[src/rtl/qspi_pin_sync.sv]
`default_nettype none
// ============================================================================
// Module   : qspi_pin_sync
// Purpose  : Two-flop synchronisers for chip select and serial clock, plus a
//            third stage holding the previous synchronised sample so single
//            clk edge pulses can be derived.
// Ports    : clk, rst_n      - system clock, async active-low reset
//            cs_n_pin        - raw chip select pin
//            sck_pin         - raw serial clock pin
//            cs_fall/cs_rise - one-clk pulses on synchronised CS edges
//            sck_rise/sck_fall - one-clk pulses on synchronised SCK edges
// Revision : 1.0 - initial release
// ============================================================================
module qspi_pin_sync (
    input  logic clk,
    input  logic rst_n,
    input  logic cs_n_pin,
    input  logic sck_pin,
    output logic cs_fall,
    output logic cs_rise,
    output logic sck_rise,
    output logic sck_fall
);

    // [0],[1] form the synchroniser, [2] is the previous synchronised value.
    logic [2:0] r_cs_pipe;
    logic [2:0] r_sck_pipe;

    always_ff @(posedge clk or negedge rst_n) begin
        if (!rst_n) begin
            // CS idles deasserted so a held-high pin produces no edge pulse.
            r_cs_pipe  <= 3'b111;
            r_sck_pipe <= 3'b000;
        end else begin
            r_cs_pipe  <= {r_cs_pipe[1:0], cs_n_pin};
            r_sck_pipe <= {r_sck_pipe[1:0], sck_pin};
        end
    end

    assign cs_fall  =  r_cs_pipe[2]  & ~r_cs_pipe[1];
    assign cs_rise  = ~r_cs_pipe[2]  &  r_cs_pipe[1];
    assign sck_rise = ~r_sck_pipe[2] &  r_sck_pipe[1];
    assign sck_fall =  r_sck_pipe[2] & ~r_sck_pipe[1];

endmodule : qspi_pin_sync
`default_nettype wire

[config.mk]
export PLATFORM = sky130hd
export DESIGN_NAME = qspi_pin_sync
export DESIGN_NICKNAME = d
export VERILOG_FILES = /design/src/rtl/qspi_pin_sync.sv
export SDC_FILE = /design/constraint.sdc
export NUM_CORES = 1
export LEC_CHECK = 0
export BUFFER_PORTS_ARGS = -buffer_cell sky130_fd_sc_hd__clkbuf_2
export CORE_AREA = 2 2 39 41
export CTS_CLUSTER_SIZE = 12
export DETAILED_ROUTE_END_ITERATION = 10
export DIE_AREA = 0 0 41 43
export SETUP_SLACK_MARGIN = 0.4
export SYNTH_ARGS = -nofsm -noshare
export SYNTH_HDL_FRONTEND = slang
export SYNTH_SLANG_ARGS = --single-unit
[constraint.sdc]
create_clock -name clk -period 2.46 [get_ports clk]
set_input_delay 0.246 -clock clk [delete_from_list [all_inputs] [get_ports clk]]
set_output_delay 0.246 -clock clk [all_outputs]
set_load 0.02 [all_outputs]
==> results of run 1 <==
synth_stat cells (all sizes together):
cell / n
dfrtp: 3
and2b: 4
dfstp: 3
power breakdown:
group	total [mW]	leakage (nW)	switching (mW)	internal (mW)
Sequential	0.108	0.0665	0.00243	0.106
Combinational	0.0165	0.0542	0.00867	0.00779
Clock	0.0977	0.0150	0.0362	0.0615
registers in the layout (all words and copies together) (netlist names):
name	cells
r_sck_pipe	3
r_cs_pipe	3
kinds of logic (layout without fill, tap and decap cells):
group,after synthesis,count (layout),share of synthesized area
simple gates,4,4,0.185
buf+inv,0,12,0
flops,6,6,0.815
metal layers:
layer | vias to the layer above | wire (µm)
met5 | - | 0
met4 | 0 | 0
met3 | 0 | 40
met2 | 8 | 160
met1 | 52 | 128
li1 | 54 | -
area by class of cell:
cell class / instances / area share
Clock buffer: 4 / 0.0937
Multi-Input combinational cell: 4 / 0.125
Sequential cell: 6 / 0.549
Tap cell: 16 / 0.0714
Timing Repair Buffer: 8 / 0.161
critical path: cells and delay by family (launching register included):
kind,cells,cell delay [ns]
flip-flops,1,0.53
AND/OR/NAND/NOR,1,0.21
buffers and inverters,1,0.15
placed cells by master (no fill, tap or decap):
master         n
dlygate4sd3_1  1
clkbuf_4       3
and2b_2        4
clkbuf_2       7
dfrtp_1        3
dfstp_2        3
clkbuf_1       1
stage by stage:
stage	worst slack [ns]	util	std cells	hold slack [ns]	cell area (µm²)
after CTS	1.06	0.203	38	0.0799	280
after detailed placement	1.33	0.176	33	0.0757	244
final	1.08	0.203	38	0.0894	280
after global routing	1.03	0.203	38	0.0729	280
after global placement	1.35	0.176	33	0.0669	244
after floorplan	1.46	-	10	-0.0496	189
final timing paths:
check / startpoint / to / slack [ns] / cells after the start
worst max-delay path: r_cs_pipe[1] / cs_fall / 1.08 / 2
worst min-delay path: cs_n_pin / r_cs_pipe[0] / 0.09 / 1
worst max register to register: r_cs_pipe[1] / r_cs_pipe[2] / 1.88 / 0
worst min register to register: r_sck_pipe[0] / r_sck_pipe[1] / 0.34 / 0
max in group asynchronous: rst_n / r_cs_pipe[0] / 1.87 / 2
min in group asynchronous: rst_n / r_sck_pipe[1] / 0.36 / 2
repair_timing:
| item | CTS | global route |
|---|---|---|
| setup endpoints to repair | 0 | 0 |
| hold endpoints to repair | 3 | 0 |
| hold buffers | 1 | 0 |
==> run metrics, run 1 <==
met1 Usage GRT=0.0462; max_slew headroom=0.902; initial core utilization=0.137; Tcrit/Tclk final=0.561; number of setup buffers added after CTS=0; CP Launch Type=register; grt total ovfl=0; Cell variety after synth=3; Hold/Removal Path Class=in2reg; Filler cells=148; Syn Std Cell Area=189 µm²; worst-case vdd ir drop=0.164 mV; met3 usage=0.0628; clock transition at the registers of the reported paths=0.04 ns; initial antenna violation count=0; LEAKAGE=0.136 nW; via count=114; Syn Inst Count=10; FF/Latch Area=154 µm²; CTS resizes=0; Slew Viols, Final=0; CTS H-tree lvls=1; clock sink count=6; clk_skew=0.00550 ns; met2 Track Usage GR=0.0750; Initial DRC Count=0; CTS tree=built; post-synth top area share=0.417; Crit. End Element=primary output; drt pass-1 iters=1; Final Wtd Congestion=0.530; TNS Setup=0 ns; routed wire length=329 µm; WS Path Type=reg2out; critical-path maximum fanout=3; minimum clock period=1.38 ns; Multi-input gate area=35.0 µm²; global-route wire length before repair=558 µm; vias in the first global route=141; Largest stage delay, worst path=0.53 ns; share of layout cells above drive strength 1=0.773; core area=1380 µm²; Post-DRT Antenna Nets=0; Area Overhead vs Synth=48.3%; MaxCap Viol Count=0; Die Y-Extent=43 µm; Total GRT Usage=0.0567; Finish-stage setup viols=0; DRC Markers=0; Die Wd=41 µm; pwr dens=794 nW/µm²; crit path max-delay cell type=dfstp_2; part of the Yosys area used for sequential elements=0.815; RSZ-0062 raised after global routing=false; Critical Path RT=2.21 ns; syn_area_per_cell=18.9 µm²; number of I/O port buffers=7; CP Cell Sequence=and2b_2 > clkbuf_2; area leader, netlist=dfstp_2; clock buffer depth=2; Synth Warn #=0; Nets=27; Area contributors post-synth=dfstp_2 42%, dfrtp_1 40%, and2b_2 19%; CTS buffer count=3; # rows=14; status=finished, final reports clean; Final Power=0.223 mW; root buffer cell=clkbuf_4; syn nets=14; largest net degree at the start of global routing=7; Avg Vias per Cell=3.00; Antenna diodes=0; busiest grt layer=met2; final hold vios=0; CP Data Arrival Time=1.13 ns; Max Freq=0.725 GHz; wire per inst=8.66 µm; Clock Latency Late Sink=0.24 ns; I/O Pins=8; Slew @ Worst Pin=0.147 ns; die area=1760 µm²; Yosys reg bits=6
(Power assumes the default switching activity.)
==> inputs of run 2 (changes only) <==
--- a/config.mk
+++ b/config.mk
@@ -5,6 +5,7 @@
 export SDC_FILE = /design/constraint.sdc
 export NUM_CORES = 1
 export LEC_CHECK = 0
+export ABC_AREA = 1
 export BUFFER_PORTS_ARGS = -buffer_cell sky130_fd_sc_hd__clkbuf_2
 export CORE_AREA = 2 2 39 41
 export CTS_CLUSTER_SIZE = 12
==> constraint.sdc (replaced) <==
create_clock -name clk -period 1.2 [get_ports clk]
set_input_delay 0.12 -clock clk [delete_from_list [all_inputs] [get_ports clk]]
set_output_delay 0.12 -clock clk [all_outputs]
set_load 0.02 [all_outputs]
==> run 2 against run 1 <==
- register-to-register slack worse by 1.3 ns
- clock power is 100% higher
- core utilization increased by 4.4 points
- cell area up 22%
- sequential share of layout area decreased by 9.9 points
- first-iteration DRC count stayed put
- cell count increased by 16%
- die area did not move
- via count rose by 19%
- combinational power grew to 3.2 times the previous value
- non-clock buffer count grew 2
==> run metrics, run 2 <==
sequential share of power=0.472; worst setup margin=0.0237 ns; Post-DRT Antenna Nets=0; initial antenna violation count=0; placed cell area=254 µm²; RSZ-0062 raised after global routing=true; CTS tree=built; via count=136; max_slew headroom=0.903; part of the Yosys area used for sequential elements=0.837; core area=1380 µm²; P_sw=0.106 mW; ys flop type=dfstp_2; Area contributors post-synth=dfstp_2 43%, dfrtp_1 41%, inv_1 8.2%, nor2_1 8.2%; combinational power share=0.112; clock sink count=6; syn_area_per_cell=13.1 µm²; CTS buffer count=3; top cells by count, synth=4 x inv_1, 4 x nor2_1, 3 x dfrtp_1, 3 x dfstp_2; global-route wire length before repair=517 µm; Synth Warn #=0; root buffer cell=clkbuf_4; clock transition at the registers of the reported paths=0.05 ns; commonest cells after routing, fill and taps aside=3 x clkbuf_4, 3 x dlygate4sd3_1, 3 x clkbuf_2, 3 x dfstp_2, 3 x dfrtp_1; final hold vios=0; # rows=14; routed wire length=337 µm; pre-CTS WS=0.233 ns; share of layout cells above drive strength 1=0.643; CP Cell Sequence=inv_2 > nor2_4 > buf_8; Nets=33; clock share of power=0.416; area leader, netlist=dfstp_2; Max Freq=0.850 GHz; minimum clock period=1.18 ns; Die Y-Extent=43 µm; Initial DRC Count=0; TNS Setup=0 ns; WS Path Type=reg2out; Hold/Removal Path Class=in2async; Slew @ Worst Pin=0.146 ns; Finish-stage setup viols=0; Critical Path RT=1.08 ns; pwr dens=1400 nW/µm²; Clock Latency Late Sink=0.24 ns; vias in the first global route=144; Avg Vias per Cell=3.09; drt pass-1 iters=1; Die Wd=41 µm; LEAKAGE=0.161 nW; critical-path maximum fanout=3; Cell variety after synth=4; Final Wtd Congestion=0.536; clock buffer depth=2; Final Power=0.478 mW; largest registers=r_cs_pipe: 3 flops, r_sck_pipe: 3 flops; WHS=0.251 ns; clk_skew=0.00344 ns; initial core utilization=0.133; DRC Markers=0; MaxCap Viol Count=0; CP Launch Type=register; Yosys reg bits=6; CTS H-tree lvls=1; Crit. End Element=primary output; fin area=342 µm²; Sw Share=0.221; Post-synth ARST share=1.00; Post-synth EDFFs=0; Area Overhead vs Synth=85.7%; status=finished, final reports clean; number of I/O port buffers=7; Total GRT Usage=0.0527; worst-case vdd ir drop=0.708 mV; crit path max-delay cell type=dfstp_2; wire per inst=7.66 µm; Tcrit/Tclk final=0.980; Syn Inst Count=14; largest net degree at the start of global routing=7; Syn Std Cell Area=184 µm²; Internal=0.372 mW; syn nets=18; Largest stage delay, worst path=0.57 ns; Antenna diodes=0; Slew Viols, Final=0; grt total ovfl=0; post-synth top area share=0.429; I/O Pins=8; CP Data Arrival Time=1.06 ns; die area=1760 µm²
==> run 2: cell types whose count changed after synthesis, sizes merged <==
cell,before,now
inv,0,4
and2b,4,0
nor2,0,4
==> run 2: power groups by stage <==
stage	registers [mW]	clock network [mW]	logic, mW
3_3_place_gp	0.227	0	0.0333
4_1_cts	0.225	0.211	0.0486
3_5_place_dp	0.227	0	0.0337
2_1_floorplan	0.226	0	0.0186
6_report	0.225	0.199	0.0535
5_1_grt	0.227	0.223	0.0574
==> run 2: path summary, 6_finish.rpt <==
kind	startpoint	end	slack, ns	depth (start not counted)
setup / recovery	r_cs_pipe[1]	cs_rise	0.02	3
setup reg to reg	r_cs_pipe[1]	r_cs_pipe[2]	0.56	0
min in group clk	r_sck_pipe[0]	r_sck_pipe[1]	0.34	0
hold / removal	rst_n	r_sck_pipe[1]	0.25	2
hold reg to reg	r_sck_pipe[0]	r_sck_pipe[1]	0.34	0
max in group asynchronous	rst_n	r_cs_pipe[1]	0.72	2
==> run 2: timing repair <==
action,in CTS,in global routing
buffers inserted,0,0
gates resized for setup,7,7
pin swaps,1,1
hold buffers,3,0
endpoints found under the setup margin,4,4
endpoints found under the hold margin,8,0
==> run 2: kinds of logic (layout without fill, tap and decap cells) <==
kind of cell / Yosys count / in the layout / share of synthesized area
buf+inv: 4 / 18 / 0.0816
flops: 6 / 6 / 0.837
simple gates: 4 / 4 / 0.0816
==> run 2: final cells by class <==
type,instances,area [µm²]
Clock buffer,4,26.3
Inverter,4,15.0
Tap cell,16,20.0
Sequential cell,6,154
Timing Repair Buffer,10,93.8
Multi-Input combinational cell,4,32.5
Fill cell,153,1040
==> run 2: metrics by stage <==
step	cells	util
after floorplan	14	-
after global placement	37	0.184
after detailed placement	37	0.184
after CTS	44	0.241
after global routing	44	0.247
final	44	0.247
==> run 2: metal layers <==
metal,wire [µm],track usage,vias up,part of all wire
met2,138,0.0594,10,0.41
met4,0,0.0400,0,0
met5,0,0,-,0
met1,139,0.0430,60,0.41
li1,-,-,66,-
met3,59,0.0733,0,0.18
==> run 2: worst max-delay path, delay by kind of cell, from the launching register on <==
kind,cells,cell delay (ns)
AND/OR/NAND/NOR,1,0.08
flip-flops,1,0.57
buffers and inverters,2,0.16
